### src/rtl/acia_rx_fifo.sv
// ACIA receive FIFO: captures receiver bytes plus error flags into a
// show-ahead FIFO that the CPU pops.
module acia_rx_fifo #(
    parameter int DEPTH  = 16,
    parameter int THRESH = 8
) (
    input  logic                     PHI2,
    input  logic                     RESET,
    input  logic [7:0]               RXDATA_IN,
    input  logic                     RXFULL_IN,
    input  logic                     FRAME_IN,
    input  logic                     PARITY_IN,
    input  logic                     OVERFLOW_IN,
    output logic                     RXTAKEN,
    input  logic                     RD,
    output logic [7:0]               DOUT,
    output logic [2:0]               DSTAT,
    output logic                     EMPTY,
    output logic                     FULL,
    output logic [$clog2(DEPTH):0]   COUNT,
    output logic                     LEVEL
);

    localparam int AW = $clog2(DEPTH);
    localparam int CW = AW + 1;

    typedef enum logic [1:0] {
        IDLE = 2'd0,
        ACK  = 2'd1,
        WAIT = 2'd2
    } state_t;

    state_t          state_q, state_d;
    logic [AW-1:0]   wptr_q, wptr_d;
    logic [AW-1:0]   rptr_q, rptr_d;
    logic [CW-1:0]   count_q, count_d;
    logic            rxtaken_q, rxtaken_d;
    logic [10:0]     mem_q [DEPTH];
    logic [10:0]     head;
    logic            wr_en;
    logic            rd_en;

    assign EMPTY = (count_q == '0);
    assign FULL  = (count_q == CW'(DEPTH));
    assign LEVEL = (count_q >= CW'(THRESH));
    assign COUNT = count_q;
    assign RXTAKEN = rxtaken_q;

    // Show-ahead head entry, forced to zero when nothing is stored
    assign head  = mem_q[rptr_q];
    assign DOUT  = EMPTY ? 8'h00 : head[10:3];
    assign DSTAT = EMPTY ? 3'b000 : head[2:0];

    assign rd_en = RD && !EMPTY;

    always_comb begin
        state_d   = state_q;
        wr_en     = 1'b0;
        rxtaken_d = 1'b0;
        unique case (state_q)
            IDLE: begin
                // A pop in the same cycle frees a slot for a full FIFO
                if (RXFULL_IN && (!FULL || RD)) begin
                    wr_en     = 1'b1;
                    rxtaken_d = 1'b1;
                    state_d   = ACK;
                end
            end
            ACK:  state_d = WAIT;
            WAIT: begin
                if (!RXFULL_IN) state_d = IDLE;
            end
            default: state_d = IDLE;
        endcase
    end

    always_comb begin
        wptr_d  = wr_en ? wptr_q + AW'(1) : wptr_q;
        rptr_d  = rd_en ? rptr_q + AW'(1) : rptr_q;
        count_d = count_q + CW'(wr_en) - CW'(rd_en);
    end

    always_ff @(posedge PHI2) begin
        if (RESET) begin
            state_q   <= IDLE;
            wptr_q    <= '0;
            rptr_q    <= '0;
            count_q   <= '0;
            rxtaken_q <= 1'b0;
        end else begin
            state_q   <= state_d;
            wptr_q    <= wptr_d;
            rptr_q    <= rptr_d;
            count_q   <= count_d;
            rxtaken_q <= rxtaken_d;
        end
    end

    always_ff @(posedge PHI2) begin
        if (!RESET && wr_en) begin
            mem_q[wptr_q] <= {RXDATA_IN, FRAME_IN, PARITY_IN, OVERFLOW_IN};
        end
    end

endmodule

### config.mk
export PLATFORM = sky130hd
export DESIGN_NAME = acia_rx_fifo
export DESIGN_NICKNAME = d
export VERILOG_FILES = /design/src/rtl/acia_rx_fifo.sv
export SDC_FILE = /design/constraint.sdc
export NUM_CORES = 1
export LEC_CHECK = 0
export BUFFER_PORTS_ARGS = -buffer_cell sky130_fd_sc_hd__buf_4
export CORE_ASPECT_RATIO = 0.75
export CORE_UTILIZATION = 30
export CTS_CLUSTER_DIAMETER = 150
export DETAILED_ROUTE_END_ITERATION = 12
export PLACE_DENSITY_LB_ADDON = 0.05
export SYNTH_ARGS = -nofsm -noshare
export SYNTH_HDL_FRONTEND = slang
export SYNTH_SLANG_ARGS = --single-unit
### constraint.sdc
create_clock -name PHI2 -period 2.9 [get_ports PHI2]
set_input_delay 0.29 -clock PHI2 [delete_from_list [all_inputs] [get_ports PHI2]]
set_output_delay 0.29 -clock PHI2 [all_outputs]
set_load 0.005 [all_outputs]
==> results of run 1 <==
-- path summary, 6_finish.rpt --
kind                            from                 endpoint  slack [ns]
max                        flip-flop                  DOUT[1]        0.14
min reg2reg  state_q[0]$_SDFFE_PP0P_  state_q[1]$_SDFFE_PP0P_        0.48
min                        RXFULL_IN  state_q[1]$_SDFFE_PP0P_        0.14
max reg2reg      COUNT[2]$_SDFF_PP0_      COUNT[4]$_SDFF_PP0_        0.19
-- critical path, delay by kind of cell (launching register included) --
kind	cells	cell delay [ns]
flip-flops	1	0.39
AO/OA/AOI/OAI	2	0.23
buffers and inverters	2	0.47
multiplexers	2	0.93
-- cells in the final DEF (no fill, tap or decap), drive strengths merged --
| cell type | instances |
|---|---|
| edfxtp | 176 |
| buf | 59 |
| mux4 | 44 |
| nor2 | 29 |
| dfxtp | 20 |
| clkbuf | 19 |
| a21oi | 16 |
| inv | 16 |
| ha | 13 |
| mux2i | 12 |
| mux2 | 12 |
| o21ai | 12 |
| nand2 | 9 |
| clkinv | 6 |
| xor2 | 5 |
| clkinvlp | 4 |
| nand2b | 3 |
| nand3 | 3 |
| nor2b | 2 |
| or3 | 2 |
| xnor2 | 2 |
| or4b | 1 |
| nand4bb | 1 |
| nor3b | 1 |
| o211ai | 1 |
| o21a | 1 |
| nor3 | 1 |
| a21o | 1 |
| and3 | 1 |
| nand3b | 1 |
| nand4 | 1 |
| fa | 1 |
| bufinv | 1 |
-- through the flow --
stage          worst slack, ns  util, %  hold slack, ns  area (um2)
2_1_floorplan            0.156        -           0.389        7790
6_report                 0.141     36.2           0.141        9140
3_3_place_gp             0.135     34.0           0.473        8580
4_1_cts                 0.0362     36.2           0.117        9130
5_1_grt                 0.0147     36.2           0.121        9140
3_5_place_dp            0.0948     34.0           0.479        8580
-- registers in the layout, summed over array words and instances (netlist names), named ones only --
register / count
mem_q: 176
RXTAKEN: 1
wptr_q: 4
state_q: 2
COUNT: 5
rptr_q: 4
-- area by class of cell --
class / instances / area [um2]
timing repair buffer: 59 / 493
clock inverter: 13 / 109
clock buffer: 19 / 433
inverter: 14 / 52.6
tap: 338 / 423
multi-input combinational: 175 / 1940
fill: 2335 / 16100
sequential: 196 / 5690
-- where the power goes --
part | switching [mW] | leakage (nW) | internal (mW)
Sequential | 0.0712 | 1.75 | 3.16
Clock | 1.03 | 0.255 | 1.18
Combinational | 0.778 | 0.949 | 0.854
-- per-layer routing --
layer | GRT usage (%) | vias up | routed length [um]
met5 | 0 | - | 0
met4 | 3.94 | 0 | 164
met3 | 3.14 | 12 | 423
met2 | 21.0 | 59 | 7850
met1 | 19.0 | 2001 | 8500
li1 | - | 1711 | -
-- kinds of logic (layout without fill, tap and decap cells) --
| kind of cell | count (synthesis) | count (layout) | share of synthesized area (%) |
|---|---|---|---|
| xor+xnor | 7 | 7 | 0.787 |
| flops | 196 | 196 | 73.0 |
| simple gates | 55 | 55 | 3.28 |
| buf+inv | 34 | 105 | 2.27 |
| compound gates | 31 | 31 | 2.09 |
| fa+ha+maj | 14 | 14 | 2.35 |
| mux | 68 | 68 | 16.2 |
==> metrics.cfg, run 1 <==
[routing]
post-route-drc-count=0
detailroute.via_count=3783
total_wirelength_of_the_detailed_routed_design_um=16900
detail_route.first_pass.iterations=4
vias_per_cell=4.65
ant_nets=0
wire_per_inst_um=20.8
drtIter0Drc=227

[clocking]
cts_inserted_buffers=17
post-cts-setup-buffers=0
cts-root-buf=sky130_fd_sc_hd__clkbuf_16
cts_max_path_buffers=2
insertion_delay_ns=0.43
tritoncts=yes
worst_setup_hold_path_clk_slew_ns=0.07
cts_resized=0
hold_buffers=0
cts_max_level=4
cts_sinks=196

[global_routing]
pin_count_of_the_biggest_net_entering_global_routing=37
globalRouteOverflowTotal=0
grt_pass1_wl_um=25600
antenna_violations_before_repair=0
grt.total_usage_pct=13.6
first_global_vias=4034

[final_layout]
areaGrowthSynthToFinish_pct=17.3
finish.net_count=492
layout-drive-gt1-share_pct=31.1
num_antenna_cells=0
final_instance_count_excl_fillers=814

[run]
maxCapViolCount=0

[timing]
finalClockSkew_ns=0.0145
timing_hold_violations_final=0
fmaxAchievable_ghz=0.362
timing.final.crit_period_ns=2.76
slew_headroom_pct=54.4
post-route-period-util_pct=95.1
number_of_endpoints_failing_setup_at_the_final_stage=0
slew_violations=0
fin_setup_tns_ns=0
tightestPinTransition_ns=0.683
unrepaired_setup_endpoints_after_global_routing=no

[worst_hold_path]
worstHoldPathType=in2reg
holdPathStages=3

[worst_setup_path]
critPathSlowestCell=sky130_fd_sc_hd__mux4_1
worst_r2r_path_depth=14
cp.arrival_ns=2.47
start_kind=flip-flop
timing.critical_path.fanout_max=36
critical_path.max_stage_delay_ns=0.65
worstPathRequired_ns=2.61
criticalPathCategory=reg2out
critical_path.cell_chain=buf_12, mux4_1, mux2_2, o21ai_1, a21oi_1, buf_4
worst_setup_path_end_kind=primary output

[outcome]
outcome=finished, final reports clean

[pwr]
power_per_cell_area_nw_per_um2=774
power_mw=7.07
power.ir.vdd_worst_mv=0.426
cellLeakagePower_nw=2.95

[floorplan]
die_width_um=188
rows=50
die_area_um2=26600
die_height_um=142
core_area_um2=25200
start_util_pct=30.9
top_level_ports=35

[logic_synthesis]
async_flop_share_pct=0
post_synth_instance_area_um2=7790
yosys.cell_count.top_type=sky130_fd_sc_hd__edfxtp_1
post-synth-top-area-cell=sky130_fd_sc_hd__edfxtp_1
yosys_warnings=0
synthTopCellsByCount=sky130_fd_sc_hd__edfxtp_1 (176), sky130_fd_sc_hd__mux4_2 (39), sky130_fd_sc_hd__nor2_1 (29)
mean_instance_size_in_the_synthesized_netlist_um2=19.2
count_of_flip_flops_with_a_built_in_enable_after_synthesis=176
synth-main-ff-cell=sky130_fd_sc_hd__edfxtp_1
synth_top_cell_area_share_pct=67.9
synthesis.nets=434
synth_area_leaders=sky130_fd_sc_hd__edfxtp_1 (68%), sky130_fd_sc_hd__mux4_2 (11%), sky130_fd_sc_hd__dfxtp_1 (5.1%)
ys_seq_area_share_pct=73.0
synth.ff_latch_count=196
post_synthesis_instance_total=405
synth.lib_cells_used.distinct=37

[placement]
place.detailed.instances=782
hpwlAfterDp_um=10500
gpl.final_weighted_congestion=0.702
buffer_ports.inserted=34

Power figures use the tool's default switching activity.
==> run 2, diff against run 1 <==
ABC_AREA = 1   (was default)
SKIP_LAST_GASP = 1   (was default)
==> run 2 against run 1 <==
Setup slack improved by 0.16 ns. Largest cell class unchanged. Final cell count rose by 37%. Via count rose by 39%. Combinational power rose by 26%. Worst hold slack got worse by 0.046 ns. Non-clock buffer count rose by 1. Synthesized area rose by 4.5%. Clock skew fell by 0.0031 ns. Critical endpoint is now COUNT[4]$_SDFF_PP0_. Utilization fell by 0.39 points.
==> metrics.cfg, run 2 <==
[clocking]
cts_sinks=196
post-cts-setup-buffers=0
cts_max_path_buffers=2
cts_max_level=4
cts_inserted_buffers=17
insertion_delay_ns=0.44
worst_setup_hold_path_clk_slew_ns=0.07
hold_buffers=0
cts-root-buf=sky130_fd_sc_hd__clkbuf_16
cts_resized=0
tritoncts=yes

[placement]
hpwlAfterDp_um=13300
gpl.final_weighted_congestion=0.758
buffer_ports.inserted=34

[worst_setup_path]
cp.arrival_ns=2.98
criticalPathCategory=reg2reg
timing.critical_path.fanout_max=10
critPathSlowestCell=sky130_fd_sc_hd__fa_1
worstReg2RegStart=COUNT[1]$_SDFF_PP0_
critical_path.n_buffers_inverters=2
timing.reg2reg.setup_slack_ns=0.30
critical_path.cell_chain=nor2_1, nand4_1, nand2_2, ha_1, inv_1, ha_1, inv_1, fa_1, o31ai_1, o21ai_0, a21oi_1
critical_path.max_stage_delay_ns=0.41
worst_setup_path_end_kind=flip-flop
worstPathRequired_ns=3.28
worst_path_dominant_cell_family=adder cells
timing.rr.end=COUNT[4]$_SDFF_PP0_
start_kind=flip-flop
worst_r2r_path_depth=11

[logic_synthesis]
yosys.cell_count.top_type=sky130_fd_sc_hd__nand2_1
synth.lib_cells_used.distinct=24
post_synth_instance_area_um2=8140
synth_top_cell_area_share_pct=64.9
synth-main-ff-cell=sky130_fd_sc_hd__edfxtp_1
synth.ff_latch_count=196
post-synth-top-area-cell=sky130_fd_sc_hd__edfxtp_1
yosys_warnings=0
post_synthesis_instance_total=719
synth_area_leaders=sky130_fd_sc_hd__edfxtp_1 (65%), sky130_fd_sc_hd__nand2_1 (11%), sky130_fd_sc_hd__nand3_1 (8.5%)
ys_seq_area_share_pct=69.8
count_of_flip_flops_with_a_built_in_enable_after_synthesis=176
mean_instance_size_in_the_synthesized_netlist_um2=11.3
async_flop_share_pct=0
synthesis.nets=748
synthTopCellsByCount=sky130_fd_sc_hd__nand2_1 (239), sky130_fd_sc_hd__edfxtp_1 (176), sky130_fd_sc_hd__nand3_1 (139)

[floorplan]
core_area_um2=26300
die_height_um=145
die_width_um=192
rows=51
top_level_ports=35
start_util_pct=31.0
die_area_um2=27800

[routing]
detailroute.via_count=5256
post-route-drc-count=0
detail_route.first_pass.iterations=4
drtIter0Drc=338
ant_nets=0
total_wirelength_of_the_detailed_routed_design_um=21600
vias_per_cell=4.70
wire_per_inst_um=19.3

[final_layout]
layout-drive-gt1-share_pct=13.2
areaGrowthSynthToFinish_pct=15.8
num_antenna_cells=0
finish.net_count=790
layout.cells.most_common=sky130_fd_sc_hd__nand2_1
registers.top_by_ff_count=mem_q
max_ffs_per_register=176
top_library_cells_by_usage_in_the_layout_fill_and_taps_aside=sky130_fd_sc_hd__nand2_1 (239), sky130_fd_sc_hd__edfxtp_1 (176), sky130_fd_sc_hd__nand3_1 (139)

[timing]
fmaxAchievable_ghz=0.384
slew_headroom_pct=57.7
fin_setup_tns_ns=0
timing_hold_violations_final=0
number_of_endpoints_failing_setup_at_the_final_stage=0
slew_violations=0
finalClockSkew_ns=0.0114
timing.final.crit_period_ns=2.60
unrepaired_setup_endpoints_after_global_routing=no
tightestPinTransition_ns=0.634
post-route-period-util_pct=89.8

[global_routing]
antenna_violations_before_repair=1
pin_count_of_the_biggest_net_entering_global_routing=89
globalRouteOverflowTotal=0
grt.total_usage_pct=16.8
grt_pass1_wl_um=33000
first_global_vias=5165

[pwr]
power_mw=7.68
power.ir.vdd_worst_mv=0.425
power_per_cell_area_nw_per_um2=815
cellLeakagePower_nw=3.47

[run]
maxCapViolCount=0

[worst_hold_path]
worstHoldPathType=in2reg
holdPathStages=3
min_delay_worst_endpoint=state_q[1]$_SDFFE_PP0P_
holdCritStartpoint=RXFULL_IN

[outcome]
outcome=finished, final reports clean

## run 2: report_power, final
| group | switching (mW) | internal (mW) | total (mW) | leakage, nW |
|---|---|---|---|---|
| Sequential | 0.0665 | 3.17 | 3.23 | 1.75 |
| Clock | 1.04 | 1.35 | 2.39 | 0.277 |
| Combinational | 1.32 | 0.729 | 2.05 | 1.45 |
## run 2: how the worst max path moves through the flow
stage,startpoint,end,slack (ns),depth (start not counted)
CTS,flip-flop,DOUT[2],0.27,9
finish,COUNT[1]$_SDFF_PP0_,COUNT[4]$_SDFF_PP0_,0.30,11
global placement,COUNT[2]$_SDFF_PP0_,COUNT[4]$_SDFF_PP0_,0.37,12
floorplan,COUNT[2]$_SDFF_PP0_,COUNT[4]$_SDFF_PP0_,0.60,13
detailed placement,COUNT[1]$_SDFF_PP0_,COUNT[4]$_SDFF_PP0_,0.35,11
global route,COUNT[1]$_SDFF_PP0_,COUNT[4]$_SDFF_PP0_,0.03,11
## run 2: routing by layer
layer / vias to the layer above / routed length (um) / GRT usage [%]
li1: 2560 / - / -
met4: 0 / 316 / 5.18
met1: 2601 / 10600 / 23.4
met3: 20 / 784 / 3.42
met5: - / 0 / 0
met2: 75 / 9920 / 26.1
## run 2: logic make-up (layout without fill, tap and decap cells)
logic type | count (synthesis) | count (layout) | share of synthesized area, %
AOI/OAI and AO/OA | 33 | 33 | 2.47
xor gates and xnor gates | 3 | 3 | 0.323
adders and majority gates | 14 | 14 | 2.24
buffers and inverters | 64 | 119 | 4.07
DFF | 196 | 196 | 69.8
and+or+nand+nor | 409 | 409 | 21.1
## run 2: area by class of cell
| class | instances | area, um2 |
|---|---|---|
| fillers | 2605 | 16900 |
| well taps | 344 | 430 |
| clock buffers | 18 | 429 |
| inverters | 27 | 106 |
| multi-input cells | 459 | 2120 |
| flip-flops and latches | 196 | 5690 |
| repair buffers | 60 | 488 |
| clock inverters | 14 | 159 |
## run 2: worst reg2reg max path: stages, from the launching register on
cell and delay, ns:
sky130_fd_sc_hd__dfxtp_1 0.37, sky130_fd_sc_hd__nor2_1 0.27, sky130_fd_sc_hd__nand4_1 0.21, sky130_fd_sc_hd__nand2_2 0.22, sky130_fd_sc_hd__ha_1 0.26, sky130_fd_sc_hd__inv_1 0.06, sky130_fd_sc_hd__ha_1 0.15, sky130_fd_sc_hd__inv_1 0.05
sky130_fd_sc_hd__fa_1 0.41, sky130_fd_sc_hd__o31ai_1 0.31, sky130_fd_sc_hd__o21ai_0 0.11, sky130_fd_sc_hd__a21oi_1 0.12
## run 2: stage by stage
step	setup slack, ns	hold WS, ns	instance area, um2	std cells	util (%)
finish	0.296	0.0950	9430	1118	35.9
global route	0.0292	0.0796	9430	1118	35.9
CTS	0.273	0.0743	9430	1118	35.9
detailed placement	0.351	0.481	8840	1086	33.6
global placement	0.367	0.474	8840	1086	33.6
floorplan	0.596	0.389	8140	719	-
